$ cat config.mk
export PLATFORM = sky130hd
export DESIGN_NAME = mlp_frame_sequencer
export DESIGN_NICKNAME = d
export VERILOG_FILES = /design/src/rtl/mlp_seq_pkg.sv /design/src/rtl/mlp_settle_timer.sv /design/src/rtl/mlp_frame_sequencer.sv
export SDC_FILE = /design/constraint.sdc
export NUM_CORES = 1
export LEC_CHECK = 0
export ABC_CLOCK_PERIOD_IN_PS = 2600
export BUFFER_PORTS_ARGS = -buffer_cell sky130_fd_sc_hd__buf_2
export CAP_MARGIN = 20
export CORE_ASPECT_RATIO = 0.5
export CORE_MARGIN = 2
export CORE_UTILIZATION = 53
export CTS_CLUSTER_DIAMETER = 50
export DETAILED_ROUTE_END_ITERATION = 8
export PLACE_DENSITY = 0.79
export SETUP_SLACK_MARGIN = 0.15
export SLEW_MARGIN = 15
export SYNTH_ARGS = -nofsm -noshare
export SYNTH_HDL_FRONTEND = slang
export SYNTH_SLANG_ARGS = --single-unit
$ cat constraint.sdc
create_clock -name clk -period 2.6 [get_ports clk]
set_input_delay 0.52 -clock clk [delete_from_list [all_inputs] [get_ports clk]]
set_output_delay 0.52 -clock clk [all_outputs]
set_load 0.005 [all_outputs]
$ cat src/rtl/mlp_seq_pkg.sv
// Shared types and default dimensions for the MLP frame sequencer and its helpers.
package mlp_seq_pkg;

    typedef enum logic [1:0] {
        ST_COLLECT = 2'd0,
        ST_SETTLE  = 2'd1,
        ST_RESULT  = 2'd2
    } seq_state_t;

    localparam int unsigned N_FEAT_DEF     = 4;
    localparam int unsigned FEAT_W_DEF     = 4;
    localparam int unsigned CLS_W_DEF      = 2;
    localparam int unsigned SETTLE_CYC_DEF = 2;
    localparam int unsigned SETTLE_W       = 4;
    localparam int unsigned INP_W          = N_FEAT_DEF * FEAT_W_DEF;

endpackage

$ cat src/rtl/mlp_settle_timer.sv
// Loadable down-counter; o_done is high while the count sits at zero.
module mlp_settle_timer
    import mlp_seq_pkg::*;
#(
    parameter int unsigned CNT_W = SETTLE_W
) (
    input  logic             clk,
    input  logic             rst_n,
    input  logic             i_load,
    input  logic [CNT_W-1:0] i_load_val,
    output logic             o_done
);

    logic [CNT_W-1:0] r_cnt;

    always_ff @(posedge clk or negedge rst_n) begin
        if (!rst_n) begin
            r_cnt <= '0;
        end else if (i_load) begin
            r_cnt <= i_load_val;
        end else if (r_cnt != '0) begin
            r_cnt <= r_cnt - 1'b1;
        end
    end

    assign o_done = (r_cnt == '0);

endmodule

$ cat src/rtl/mlp_frame_sequencer.sv
// Collects one feature frame for the Balance_Scale MLP, waits for the classifier
// to settle, then returns the captured class over a valid/ready channel.
module mlp_frame_sequencer
    import mlp_seq_pkg::*;
#(
    parameter int unsigned N_FEAT     = N_FEAT_DEF,
    parameter int unsigned FEAT_W     = FEAT_W_DEF,
    parameter int unsigned CLS_W      = CLS_W_DEF,
    parameter int unsigned SETTLE_CYC = SETTLE_CYC_DEF
) (
    input  logic                     clk,
    input  logic                     rst_n,
    input  logic                     feat_valid,
    output logic                     feat_ready,
    input  logic [FEAT_W-1:0]        feat_data,
    input  logic                     feat_last,
    output logic [N_FEAT*FEAT_W-1:0] clf_inp,
    input  logic [CLS_W-1:0]         clf_out,
    output logic                     res_valid,
    input  logic                     res_ready,
    output logic [CLS_W-1:0]         res_class,
    output logic                     frame_err,
    output logic [15:0]              res_count
);

    localparam int unsigned      IDX_W    = (N_FEAT > 1) ? $clog2(N_FEAT) : 1;
    localparam logic [IDX_W-1:0] LAST_IDX = IDX_W'(N_FEAT - 1);

    seq_state_t                r_state;
    seq_state_t                w_state_nxt;
    logic [IDX_W-1:0]          r_idx;
    logic [N_FEAT*FEAT_W-1:0]  r_clf_inp;
    logic                      r_res_valid;
    logic [CLS_W-1:0]          r_res_class;
    logic                      r_frame_err;
    logic [15:0]               r_res_count;

    logic w_accept;
    logic w_complete;
    logic w_early;
    logic w_capture;
    logic w_res_hs;
    logic w_done;

    mlp_settle_timer #(
        .CNT_W (SETTLE_W)
    ) u_timer (
        .clk        (clk),
        .rst_n      (rst_n),
        .i_load     (w_complete),
        .i_load_val (SETTLE_W'(SETTLE_CYC - 1)),
        .o_done     (w_done)
    );

    always_ff @(posedge clk or negedge rst_n) begin
        if (!rst_n) r_state <= ST_COLLECT;
        else        r_state <= w_state_nxt;
    end

    always_comb begin
        w_state_nxt = r_state;
        w_accept    = 1'b0;
        w_complete  = 1'b0;
        w_early     = 1'b0;
        w_capture   = 1'b0;
        w_res_hs    = 1'b0;
        case (r_state)
            ST_COLLECT: begin
                w_accept = feat_valid;
                if (feat_valid) begin
                    if (r_idx == LAST_IDX) begin
                        w_complete  = 1'b1;
                        w_state_nxt = ST_SETTLE;
                    end else if (feat_last) begin
                        w_early = 1'b1;
                    end
                end
            end
            ST_SETTLE: begin
                if (w_done) begin
                    w_capture   = 1'b1;
                    w_state_nxt = ST_RESULT;
                end
            end
            ST_RESULT: begin
                if (res_ready) begin
                    w_res_hs    = 1'b1;
                    w_state_nxt = ST_COLLECT;
                end
            end
            default: w_state_nxt = ST_COLLECT;
        endcase
    end

    // A missing last on the completing feature is flagged but the frame is kept.
    always_ff @(posedge clk or negedge rst_n) begin
        if (!rst_n) begin
            r_idx       <= '0;
            r_clf_inp   <= '0;
            r_res_valid <= 1'b0;
            r_res_class <= '0;
            r_frame_err <= 1'b0;
            r_res_count <= '0;
        end else begin
            r_frame_err <= w_early | (w_complete & ~feat_last);
            if (w_early) begin
                r_clf_inp <= '0;
                r_idx     <= '0;
            end else if (w_accept) begin
                r_clf_inp[FEAT_W*r_idx +: FEAT_W] <= feat_data;
                r_idx <= w_complete ? '0 : r_idx + 1'b1;
            end
            if (w_capture) begin
                r_res_class <= clf_out;
                r_res_valid <= 1'b1;
            end else if (w_res_hs) begin
                r_res_valid <= 1'b0;
                r_res_count <= r_res_count + 16'd1;
            end
        end
    end

    assign feat_ready = (r_state == ST_COLLECT);
    assign clf_inp    = r_clf_inp;
    assign res_valid  = r_res_valid;
    assign res_class  = r_res_class;
    assign frame_err  = r_frame_err;
    assign res_count  = r_res_count;

endmodule
==> results by group <==
Logic synthesis
  • Post-synthesis register bit count: 44
  • Mean post-synth cell area: 12.1 um^2
  • Net Count, Synth: 186
  • FFs w/ async S/R, synth: 100%
  • Top cell type's share of synthesized area: 54.9%
  • Mapped cell area: 0.00201 mm^2
  • Synth Instances: 166
  • Cell taking the most area after synthesis: dfrtp_1
  • Post-synth EDFFs: 0
  • Synth Flop Type: dfrtp_1
  • Top-count cell post-synth: dfrtp_1
  • Sequential fraction of the synthesis area: 54.9%
  • Top cells by area, synth: dfrtp_1, xnor2_1, ha_1
  • Post-synthesis cell type count: 34
  • List of most frequent post-synthesis cells: dfrtp_1, nand2_1, xnor2_1, nor2_1, ha_1
  • Warning count from the yosys run: 0

Floorplan
  • Die W: 91.0 um
  • Die ar.: 0.00432 mm^2
  • Core Rows: 15
  • Initial Util: 56.8%
  • IO Count: 48
  • Die H: 47.5 um
  • Core Footprint: 0.00353 mm^2

Timing
  • Setup violators final: 0
  • Skew final: 3.21 ps
  • Crit share post-route: 79.5%
  • Final hold vios: 0
  • Slew headroom: 37.4%
  • Setup TNS Final: 0 ps
  • Pins over their slew limit: 0
  • WHS: 359 ps
  • Maximum clock frequency: 0.484 GHz
  • RSZ-0062 raised after global routing: no
  • Setup WS post-layout: 533 ps
  • Measured slew at the worst slew-check pin: 940 ps
  • Fin crit period: 2070 ps

Pwr
  • Leakage dissipation: 1.23 nW
  • Power Density: 814 mW/mm^2
  • Pwr Total: 1.93 mW
  • Worst vdd ir: 0.354 mV

Critical path
  • CP Max Fanout: 7
  • Reg-to-Reg Start: r_idx[0]
  • Crit. End Element: flop
  • CP Launch Type: flop
  • CP Cell Sequence: ha_1, nor2b_1, o21ai_0, a22o_2
  • Critical-path top delay cell: nor2b_1
  • Worst Path Arrival: 2260 ps
  • WP buf/inv: 0
  • Delay of the slowest critical-path stage: 530 ps
  • Critical path type: reg2reg
  • Critical Path RT: 2790 ps
  • Top delay family on crit path: compound AO/OA/AOI/OAI gates
  • Crit path launch: r_idx[0]

Cells and area
  • Share of cells above drive strength 1: 33.5%
  • # diodes: 0
  • Final core occ: 67.3%
  • Layout Nets: 237
  • Area growth syn-to-layout: 18.3%

Clocking
  • Cts hold-fix bufs: 0
  • TritonCTS Buffers: 5
  • CTS sink count: 44
  • # resized after CTS: 0
  • Clock Tree Root: clkbuf_8
  • Clock-pin slew on the worst setup and hold paths: 80 ps
  • Clock latency on the worst-skew pair: 300 ps
  • CTS tree: built
  • CTS H-Tree Depth: 2
  • Post-CTS Setup Inserts: 0
  • Clk buf depth: 2

Routing
  • DR vias/cell: 5.32
  • DR iter-0 viols: 66
  • Detailed Routing Iterations Pass 1: 5
  • Post-route ant nets: 0
  • DRC errors left: 0
  • Total wire length: 3.86 mm
  • Via count: 1,430
  • Avg WL per Cell: 14.3 um

Placement
  • Final RePlAce weighted congestion: 0.752
  • Post-detail-place hpwl: 2.83 mm
  • Placement Setup Slack: 575 ps
  • Port Buffers: 47

Global routing
  • Vias in the first global route: 1,395
  • Largest net degree at the start of global routing: 45
  • Total track usage: 19.7%
  • Initial antenna violation count: 0
  • Wire length of the first global-routing pass: 6.32 mm
  • Total gr overflow: 0

Status
  • Status: complete, no violations

Job
  • Max Cap Violations: 0

Worst hold path
  • Worst min-delay path class: in2async
## cell type report
class                           count  area, um^2
Multi-Input combinational cell    114         865
Sequential cell                    44        1100
Inverter                            5        18.8
Timing Repair Buffer               47         235
Clock buffer                        8        90.1
Tap cell                           51        63.8
Fill cell                         282        1150
## path summary, 6_finish.rpt
check / to / slack [ps] / depth (start not counted)
max reg2reg: clf_inp[14] / 530 / 4
min: clf_inp[5] / 360 / 1
max in group asynchronous: res_count[8] / 1660 / 1
max: clf_inp[14] / 530 / 4
min reg2reg: res_count[15] / 470 / 1
min in group clk: res_class[1] / 450 / 2
## layout by cell type (no fill, tap or decap), types with 4 or more instances in the layout
master    count
clkbuf_8      6
buf_2        47
nand3_1       5
ha_1          9
nand2_1      17
xnor2_1      15
nand4_1       4
inv_1         5
xor2_1        4
nor2_1       11
a22o_1        8
a22o_2        8
dfrtp_1      44
o21ai_0       8
## power breakdown
part	internal (mW)	total (mW)	switching (mW)	leakage [nW]
Clock	0.217	0.441	0.224	0.0455
Sequential	0.809	0.928	0.119	0.591
Combinational	0.260	0.562	0.302	0.594
Total	1.29	1.93	0.645	1.23
## state kept, by name, summed over array words and instances (netlist names)
register	flops
frame_err	1
res_valid	1
res_class	2
u_timer.r_cnt	4
r_state	2
res_count	16
clf_inp	16
r_idx	2
## kinds of logic after synthesis
| logic type | count (synthesis) | synth area share [%] |
|---|---|---|
| mux | 2 | 1.12 |
| compound gates | 26 | 10.2 |
| buf+inv | 8 | 2.00 |
| xor+xnor | 19 | 8.30 |
| flops | 44 | 54.9 |
| fa+ha+maj | 9 | 5.61 |
| simple gates | 58 | 17.9 |
## per-stage QoR
stage                     cells  area, um^2
after global routing        269        2370
after floorplan             166        2010
final                       269        2370
after global placement      261        2280
after detailed placement    261        2280
after CTS                   269        2370
## metal layers
| metal | GRT usage, % | part of all wire, % |
|---|---|---|
| met1 | 23.8 | 45 |
| met2 | 33.9 | 47 |
| met3 | 5.35 | 6.1 |
| met4 | 11.8 | 1.8 |
| met5 | 0 | 0 |
Power figures use the tool's default switching activity.
